===== src/rtl/imem_loader_pkg.sv =====
// Shared widths and load-FSM state encoding for the instruction memory loader.
// Widths match the fetch read path so loader and core agree on word and address size.
package imem_loader_pkg;

  localparam int INSTR_WIDTH = 32;
  localparam int ADDR_WIDTH  = 32;
  localparam int BYTE_WIDTH  = 8;
  localparam int WORD_BYTES  = INSTR_WIDTH / BYTE_WIDTH;

  typedef enum logic [2:0] {
    LD_IDLE = 3'd0,
    LD_HDR0 = 3'd1,
    LD_HDR1 = 3'd2,
    LD_DATA = 3'd3,
    LD_CSUM = 3'd4,
    LD_DONE = 3'd5,
    LD_ERR  = 3'd6
  } ld_state_t;

  typedef logic [BYTE_WIDTH-1:0]  img_byte_t;
  typedef logic [INSTR_WIDTH-1:0] instr_t;
  typedef logic [ADDR_WIDTH-1:0]  addr_t;

endpackage


===== src/rtl/imem_loader.sv =====
// Boot loader: byte-serial image -> big-endian words into imem, XOR checksum, core hold.
// Write strobe 1 cycle after the 4th byte of a word; input pauses on in_valid gaps, never back-pressures memory.
module imem_loader
  import imem_loader_pkg::*;
#(
  parameter addr_t BASE_ADDR = '0,
  parameter int    MAX_WORDS = 256,
  parameter int    CNT_WIDTH = 16
) (
  input  logic                   clk_87,
  input  logic                   rst_n_87,
  input  logic                   start_87,
  input  logic [BYTE_WIDTH-1:0]  in_data_87,
  input  logic                   in_valid_87,
  output logic                   in_ready_87,
  output logic                   wr_en_87,
  output logic [ADDR_WIDTH-1:0]  wr_addr_87,
  output logic [INSTR_WIDTH-1:0] wr_data_87,
  output logic                   core_hold_87,
  output logic                   done_87,
  output logic                   err_87,
  output logic [CNT_WIDTH-1:0]   words_loaded_87
);

  ld_state_t                   state;
  img_byte_t                   csum;
  img_byte_t                   cnt_hi;
  logic [CNT_WIDTH-1:0]        n_words;
  logic [1:0]                  lane;
  logic [INSTR_WIDTH-9:0]      shift;

  logic                        accept;
  logic [CNT_WIDTH-1:0]        n_next;
  logic [CNT_WIDTH-1:0]        words_next;
  logic                        n_too_big;

  always_comb begin
    accept     = in_valid_87 & in_ready_87;
    n_next     = CNT_WIDTH'({cnt_hi, in_data_87});
    words_next = words_loaded_87 + CNT_WIDTH'(1);
    n_too_big  = 32'(n_next) > MAX_WORDS;
  end

  always_ff @(posedge clk_87 or negedge rst_n_87) begin
    if (!rst_n_87) begin
      state           <= LD_IDLE;
      in_ready_87     <= 1'b0;
      wr_en_87        <= 1'b0;
      wr_addr_87      <= BASE_ADDR;
      wr_data_87      <= '0;
      core_hold_87    <= 1'b1;
      done_87         <= 1'b0;
      err_87          <= 1'b0;
      words_loaded_87 <= '0;
      csum            <= '0;
      cnt_hi          <= '0;
      n_words         <= '0;
      lane            <= '0;
      shift           <= '0;
    end else begin
      wr_en_87 <= 1'b0;
      // Address advances as the strobe retires, so it is stable while wr_en is high.
      if (wr_en_87) wr_addr_87 <= wr_addr_87 + ADDR_WIDTH'(WORD_BYTES);

      case (state)
        LD_IDLE, LD_DONE, LD_ERR: begin
          if (start_87) begin
            state           <= LD_HDR0;
            in_ready_87     <= 1'b1;
            core_hold_87    <= 1'b1;
            done_87         <= 1'b0;
            err_87          <= 1'b0;
            words_loaded_87 <= '0;
            csum            <= '0;
            wr_addr_87      <= BASE_ADDR;
            lane            <= '0;
          end
        end

        LD_HDR0: begin
          if (accept) begin
            cnt_hi <= in_data_87;
            csum   <= csum ^ in_data_87;
            state  <= LD_HDR1;
          end
        end

        LD_HDR1: begin
          if (accept) begin
            csum    <= csum ^ in_data_87;
            n_words <= n_next;
            lane    <= '0;
            if (n_too_big) begin
              state       <= LD_ERR;
              in_ready_87 <= 1'b0;
              err_87      <= 1'b1;
            end else if (n_next == '0) begin
              state <= LD_CSUM;
            end else begin
              state <= LD_DATA;
            end
          end
        end

        LD_DATA: begin
          if (accept) begin
            csum  <= csum ^ in_data_87;
            shift <= {shift[INSTR_WIDTH-17:0], in_data_87};
            if (lane == 2'd3) begin
              wr_en_87        <= 1'b1;
              wr_data_87      <= {shift, in_data_87};
              words_loaded_87 <= words_next;
              lane            <= '0;
              if (words_next == n_words) state <= LD_CSUM;
            end else begin
              lane <= lane + 2'd1;
            end
          end
        end

        LD_CSUM: begin
          if (accept) begin
            in_ready_87 <= 1'b0;
            if (in_data_87 == csum) begin
              state        <= LD_DONE;
              done_87      <= 1'b1;
              core_hold_87 <= 1'b0;
            end else begin
              state  <= LD_ERR;
              err_87 <= 1'b1;
            end
          end
        end

        default: begin
          state       <= LD_IDLE;
          in_ready_87 <= 1'b0;
        end
      endcase
    end
  end

endmodule

===== config.mk =====
export PLATFORM = sky130hd
export DESIGN_NAME = imem_loader
export DESIGN_NICKNAME = d
export VERILOG_FILES = /design/src/rtl/imem_loader_pkg.sv /design/src/rtl/imem_loader.sv
export SDC_FILE = /design/constraint.sdc
export NUM_CORES = 1
export LEC_CHECK = 0
export ABC_AREA = 1
export CORE_MARGIN = 2
export CORE_UTILIZATION = 30
export DETAILED_ROUTE_END_ITERATION = 7
export HOLD_SLACK_MARGIN = 0.1
export PLACE_DENSITY_LB_ADDON = 0.3
export SYNTH_ARGS = -nofsm -noshare
export SYNTH_HDL_FRONTEND = slang
export SYNTH_SLANG_ARGS = --single-unit

===== constraint.sdc =====
create_clock -name clk_87 -period 2.2 [get_ports clk_87]
set_clock_uncertainty 0.1 [all_clocks]
set_input_delay 0.22 -clock clk_87 [delete_from_list [all_inputs] [get_ports clk_87]]
set_output_delay 0.22 -clock clk_87 [all_outputs]
set_load 0.005 [all_outputs]

==> metrics.log, run 1 <==
[metrics] result of the run: finished, final reports clean
[metrics] number of top-level pins: 97
[metrics] initial antenna violation count: 0
[metrics] proportion of synthesized area in mux cells: 0
[metrics] number of placement rows: 55
[metrics] detailed placement HPWL: 12.5 mm
[metrics] Pre-antenna DRT Iters: 5
[metrics] async set-reset flop share out of synthesis: 1.00
[metrics] detail-routed net length per standard cell: 14.1 um
[metrics] CTS Sinks: 144
[metrics] buffers from clock root to sink, at most: 2
[metrics] post-synthesis simple-gate area fraction: 0.267
[metrics] Core Area: 22600 um^2
[metrics] category of the critical setup timing path: flip-flop to flip-flop
[metrics] ratio of routed vias to standard cells: 4.63
[metrics] commonest non-fill, non-tap cell in the layout: nand2_1
[metrics] worst IR drop on VDD: 0.636 mV
[metrics] post-route clock period utilization: 0.927
[metrics] distinct cell type count after synthesis: 45
[metrics] compound-cell area share of the yosys netlist: 0.105
[metrics] final hold violation count: 0
[metrics] synth warn: 0
[metrics] clock tree from TritonCTS: built
[metrics] RSZ-0062 raised after global routing: yes
[metrics] biggest fanout along the worst timing path: 10
[metrics] Synth area leaders: dfrtp_1 (52%), nand2_1 (13%), o21ai_0 (5.7%), inv_1 (5.0%), nand3_1 (4.0%)
[metrics] final-stage net count: 979
[metrics] sequential-to-total area share from yosys stat: 0.521
[metrics] total detailed-routing wirelength: 17.8 mm
[metrics] Die Outline Area: 24300 um^2
[metrics] floorplan die width: 156 um
[metrics] clock transition at the registers of the reported paths: 0.07 ns
[metrics] P_leak: 0.00412 uW
[metrics] pre-CTS setup slack: 0.100 ns
[metrics] first-pass GRT wire length: 29.4 mm
[metrics] ratio of cells with drive above 1 in the final layout: 0.100
[metrics] iteration-0 DRC count of the detailed router: 320
[metrics] area share of the largest cell type after synthesis: 0.517
[metrics] number of pins exceeding their max-slew limit in the final report: 0
[metrics] smallest setup slack after layout: 0.160 ns
[metrics] count of state elements after synthesis: 144
[metrics] element type at the critical path end: flip-flop
[metrics] number of I/O port buffers: 94
[metrics] max capacitance violation total: 0
[metrics] number of vias in the routed layout: 5843
[metrics] adder-cell share of the synthesized area: 0.00831
[metrics] area growth from synthesis to final layout: 29.7%
[metrics] data required time of the worst path: 2.43 ns
[metrics] commonest cells after routing, fill and taps aside: nand2_1 (241), dfrtp_1 (140), clkdlybuf4s50_1 (93)
[metrics] power after layout: 8760 uW
[metrics] clock buffers created by TritonCTS: 17
[metrics] kind of start point of the critical path: flip-flop
[metrics] DRC Markers: 0
[metrics] final core area utilization: 0.397
[metrics] Syn Inst Count: 843
[metrics] largest area contributor in the netlist: dfrtp_1
[metrics] synthesized area: 6930 um^2
[metrics] largest net degree at the start of global routing: 57
[metrics] clock root buffer: clkbuf_16
[metrics] maximum clock frequency: 0.490 GHz
[metrics] number of fill cells: 2272
[metrics] Critical Path AT: 2.27 ns
[metrics] largest family of logic cells by synthesized area: simple AND/OR/NAND/NOR gates
[metrics] share of the synthesized netlist area taken by xor and xnor gates: 0.0304
[metrics] routability congestion estimate from global placement: 0.872
[metrics] count of flip-flops with a built-in enable after synthesis: 0
[metrics] Setup violations, final: 0
[metrics] vias in the first global route: 5655
[metrics] initial core utilization: 0.306
[metrics] overflow left after global routing: 0
[metrics] diode count: 0
[metrics] height of the die: 156 um
[metrics] most frequently used flop master after synthesis: dfrtp_1
[metrics] number of nets with antenna violations after routing: 0
[metrics] global routing usage summed across all routing layers: 0.153
[metrics] clock latency on the worst-skew pair: 0.42 ns
[metrics] Avg Cell Area, Syn: 8.22 um^2
[metrics] Post-Route Setup TNS: 0 ns
[metrics] total power divided by cell area: 976 nW/um^2
[metrics] kind of path behind the tightest hold check: primary input to asynchronous set/reset pin
[metrics] maximum level of the CTS H-tree: 4
[metrics] final critical delay including setup and external delays: 2.04 ns
## sequential cells by signal, indices dropped and copies added (netlist names)
| signal | cells |
|---|---|
| core_hold_87 | 1 |
| cnt_hi | 8 |
| shift | 24 |
| n_words | 16 |
| in_ready_87 | 1 |
| err_87 | 1 |
| csum | 8 |
| wr_addr_87 | 30 |
| lane | 2 |
| wr_data_87 | 32 |
| state | 3 |
| words_loaded_87 | 16 |
| done_87 | 1 |
| wr_en_87 | 1 |
## power by group
group	internal, uW	leakage, uW	switching, uW
logic	918	0.00190	1510
registers	3190	0.00194	397
clock network	1520	0.000277	1240
## per-stage QoR
step,cells,instance area (um^2),hold slack [ns]
5_1_grt,1261,8980,0.198
3_5_place_dp,1224,8320,0.0492
3_3_place_gp,1224,8320,0.0537
2_1_floorplan,844,6930,-0.176
4_1_cts,1257,8890,0.171
6_report,1261,8980,0.163
## cells in the mapped netlist (all sizes together) (2+ instances only)
library cell / instances
a21oi: 14
a31oi: 5
buf: 12
clkbuf: 11
dfrtp: 143
ha: 3
inv: 94
nand2: 251
nand3: 55
nand3b: 8
nand4: 15
nor2: 72
nor3: 14
nor4: 2
o211ai: 3
o21a: 3
o21ai: 93
o22ai: 11
xnor2: 5
xor2: 19
## critical path: stages, from the launching register on
cell	delay (ns)
dfrtp_1	0.56
fa_1	0.54
nor2_4	0.27
nand2_2	0.16
buf_12	0.18
o22ai_1	0.13
## path summary, 6_finish.rpt
kind                                             from                             end  slack, ns  cells after the start
min in group clk_87        wr_data_87[29]$_DFFE_PN0P_      wr_data_87[29]$_DFFE_PN0P_       0.37                      2
setup reg to reg                 state[2]$_DFFE_PN0P_  words_loaded_87[7]$_DFFE_PN0P_       0.16                      5
hold reg to reg            wr_data_87[29]$_DFFE_PN0P_      wr_data_87[29]$_DFFE_PN0P_       0.37                      2
hold / removal                               rst_n_87  words_loaded_87[5]$_DFFE_PN0P_       0.16                      2
max in group asynchronous                    rst_n_87        core_hold_87$_DFFE_PN1P_       1.18                      3
setup / recovery                 state[2]$_DFFE_PN0P_  words_loaded_87[7]$_DFFE_PN0P_       0.16                      5
## final cells by class
class,count,area [um^2],area share
clock buffer,19,443,0.0493
clock inverter,13,115,0.0128
inverter,95,363,0.0404
sequential,144,3610,0.402
tap,285,357,0.0397
timing repair buffer,122,1180,0.131
multi-input combinational,583,2920,0.325
## routing by layer
metal | part of all wire | GRT usage | vias up
met1 | 0.48 | 0.213 | 2714
met5 | 0 | 0 | -
li1 | - | - | 2971
met2 | 0.44 | 0.230 | 135
met3 | 0.054 | 0.0461 | 23
met4 | 0.018 | 0.0494 | 0
## timing repair
action | CTS | global route
endpoints found under the setup margin | 0 | 26
hold buffers | 1 | 0
endpoints found under the hold margin | 143 | 0
gates resized for setup | 0 | 21
buffers inserted | 0 | 3
## logic make-up after synthesis
group | after synthesis
flip-flops | 144
other | 1
AO/OA/AOI/OAI | 134
XOR/XNOR | 24
buffers and inverters | 118
adder cells (fa/ha/maj) | 4
AND/OR/NAND/NOR | 418
(Power assumes the default switching activity.)
==> inputs of run 2 (changes only) <==
Settings changed: CORE_ASPECT_RATIO set to 0.8, CTS_BUF_LIST set to sky130_fd_sc_hd__clkbuf_4 sky130_fd_sc_hd__clkbuf_8 sky130_fd_sc_hd__clkbuf_16.
==> metrics.log, run 2 (synthesis results as in run 1) <==
[metrics] number of nets with antenna violations after routing: 0 (unchanged)
[metrics] kind of path behind the tightest hold check: primary input to asynchronous set/reset pin (unchanged)
[metrics] category of the critical setup timing path: flip-flop to flip-flop (unchanged)
[metrics] DRC Markers: 0 (unchanged)
[metrics] power after layout: 9200 uW (was 8760 uW)
[metrics] detailed placement HPWL: 12.7 mm (was 12.5 mm)
[metrics] number of top-level pins: 97 (unchanged)
[metrics] overflow left after global routing: 0 (unchanged)
[metrics] final critical delay including setup and external delays: 2.03 ns (was 2.04 ns)
[metrics] Core Area: 22600 um^2 (about the same)
[metrics] initial antenna violation count: 0 (unchanged)
[metrics] Pre-antenna DRT Iters: 5 (unchanged)
[metrics] biggest fanout along the worst timing path: 5 (was 10)
[metrics] Slew @ Worst Pin: 0.513 ns
[metrics] ratio of routed vias to standard cells: 4.62 (was 4.63)
[metrics] initial core utilization: 0.307 (was 0.306)
[metrics] number of pins exceeding their max-slew limit in the final report: 0 (unchanged)
[metrics] clock root buffer: clkbuf_16 (unchanged)
[metrics] total placed cells including tap cells: 1244 (was 1224)
[metrics] detail-routed net length per standard cell: 13.9 um (was 14.1 um)
[metrics] element type at the critical path end: flip-flop (unchanged)
[metrics] buffers from clock root to sink, at most: 2 (unchanged)
[metrics] area growth from synthesis to final layout: 31.4% (was 29.7%)
[metrics] iteration-0 DRC count of the detailed router: 388 (was 320)
[metrics] clock transition at the registers of the reported paths: 0.07 ns (about the same)
[metrics] CTS Sinks: 144 (unchanged)
[metrics] number of I/O port buffers: 94 (unchanged)
[metrics] worst hold margin: 0.210 ns (was 0.163 ns)
[metrics] worst IR drop on VDD: 0.460 mV (was 0.636 mV)
[metrics] vias in the first global route: 5700 (was 5655)
[metrics] normalized max-slew margin: 0.658
[metrics] cells on worst reg2reg path: 10 (was 5)
[metrics] first-pass GRT wire length: 29.6 mm (was 29.4 mm)
[metrics] ratio of cells with drive above 1 in the final layout: 0.101 (was 0.100)
[metrics] Post-Route Setup TNS: 0 ns (unchanged)
[metrics] number of placement rows: 49 (was 55)
[metrics] routability congestion estimate from global placement: 0.857 (was 0.872)
[metrics] height of the die: 140 um (was 156 um)
[metrics] largest net degree at the start of global routing: 57 (unchanged)
[metrics] diode count: 0 (unchanged)
[metrics] floorplan die width: 174 um (was 156 um)
[metrics] total power divided by cell area: 1010 nW/um^2 (was 976 nW/um^2)
[metrics] commonest cells after routing, fill and taps aside: nand2_1 (243), dfrtp_1 (140), clkdlybuf4s50_1 (93) (was nand2_1 (241), dfrtp_1 (140), clkdlybuf4s50_1 (93))
[metrics] final hold violation count: 0 (unchanged)
[metrics] Setup violations, final: 0 (unchanged)
[metrics] biggest regs: wr_data_87 x32, wr_addr_87 x30, shift x24 (unchanged)
[metrics] clock tree from TritonCTS: built (unchanged)
[metrics] clock buffers created by TritonCTS: 17 (unchanged)
[metrics] global routing usage summed across all routing layers: 0.154 (was 0.153)
[metrics] kind of start point of the critical path: flip-flop (unchanged)
[metrics] final std cells w/o fill: 1279 (was 1261)
[metrics] Critical Path AT: 2.25 ns (was 2.27 ns)
[metrics] final-stage net count: 976 (was 979)
[metrics] post-route clock period utilization: 0.923 (was 0.927)
[metrics] max capacitance violation total: 0 (unchanged)
[metrics] number of flip-flops in the largest register: 32 (unchanged)
[metrics] data required time of the worst path: 2.42 ns (was 2.43 ns)
[metrics] total detailed-routing wirelength: 17.8 mm (about the same)
[metrics] maximum level of the CTS H-tree: 4 (unchanged)
[metrics] clock latency on the worst-skew pair: 0.43 ns (was 0.42 ns)
[metrics] number of vias in the routed layout: 5913 (was 5843)
[metrics] register bank with the most flops: wr_data_87 (unchanged)
[metrics] commonest non-fill, non-tap cell in the layout: nand2_1 (unchanged)
[metrics] maximum clock frequency: 0.493 GHz (was 0.490 GHz)
[metrics] P_leak: 0.00417 uW (was 0.00412 uW)
[metrics] result of the run: finished, final reports clean (unchanged)
[metrics] Die Outline Area: 24300 um^2 (about the same)
[run 2: critical path, stage by stage (launching register included)]
cell     delay [ns]
dfrtp_2        0.41
ha_2           0.20
nand3_2        0.12
nor3_4         0.25
nand2_2        0.13
nor2_2         0.13
nand2_1        0.12
nor2_4         0.14
nand3_1        0.12
o21ai_0        0.16
a21oi_1        0.05
[run 2: what timing repair did]
| item | CTS | global route |
|---|---|---|
| setup buffers | 0 | 2 |
| hold buffers | 1 | 0 |
| setup endpoints to repair | 0 | 30 |
| resized for setup | 0 | 21 |
| endpoints found under the hold margin | 142 | 0 |
[run 2: path summary, 6_finish.rpt]
kind,end,slack (ns),startpoint
max,wr_addr_87[30]$_DFF_PN0_,0.17,wr_addr_87[2]$_DFF_PN0_
min,words_loaded_87[13]$_DFFE_PN0P_,0.21,rst_n_87
max reg2reg,wr_addr_87[30]$_DFF_PN0_,0.17,wr_addr_87[2]$_DFF_PN0_
min reg2reg,wr_data_87[31]$_DFFE_PN0P_,0.37,wr_data_87[31]$_DFFE_PN0P_
max in group asynchronous,wr_addr_87[2]$_DFF_PN0_,1.18,rst_n_87
min in group clk_87,wr_data_87[31]$_DFFE_PN0P_,0.37,wr_data_87[31]$_DFFE_PN0P_
[run 2: final cells by class]
type / count / area [um^2]
repair buffers: 120 / 1190
fillers: 2349 / 13500
inverters: 95 / 359
clock buffers: 17 / 425
well taps: 306 / 383
clock inverters: 15 / 213
multi-input cells: 582 / 2920
flip-flops and latches: 144 / 3610
[run 2: power breakdown]
part	switching, uW	internal [uW]	leakage, uW	total (uW)
Combinational	1480	936	0.00192	2410
Sequential	429	3190	0.00194	3620
Clock	1320	1850	0.000307	3170
[run 2: layer usage]
layer / GRT usage / share of wire
met3: 0.0423 / 0.052
met5: 0 / 0
met4: 0.0487 / 0.011
met1: 0.229 / 0.53
met2: 0.215 / 0.41
[run 2: per-stage QoR]
stage               setup slack [ns]  utilization  area [um^2]
finish                         0.170        0.403         9100
CTS                           0.0529        0.399         9010
global placement              0.0924        0.371         8360
detailed placement            0.0615        0.371         8360
floorplan                      0.272            -         6930
global route                 -0.0396        0.403         9100
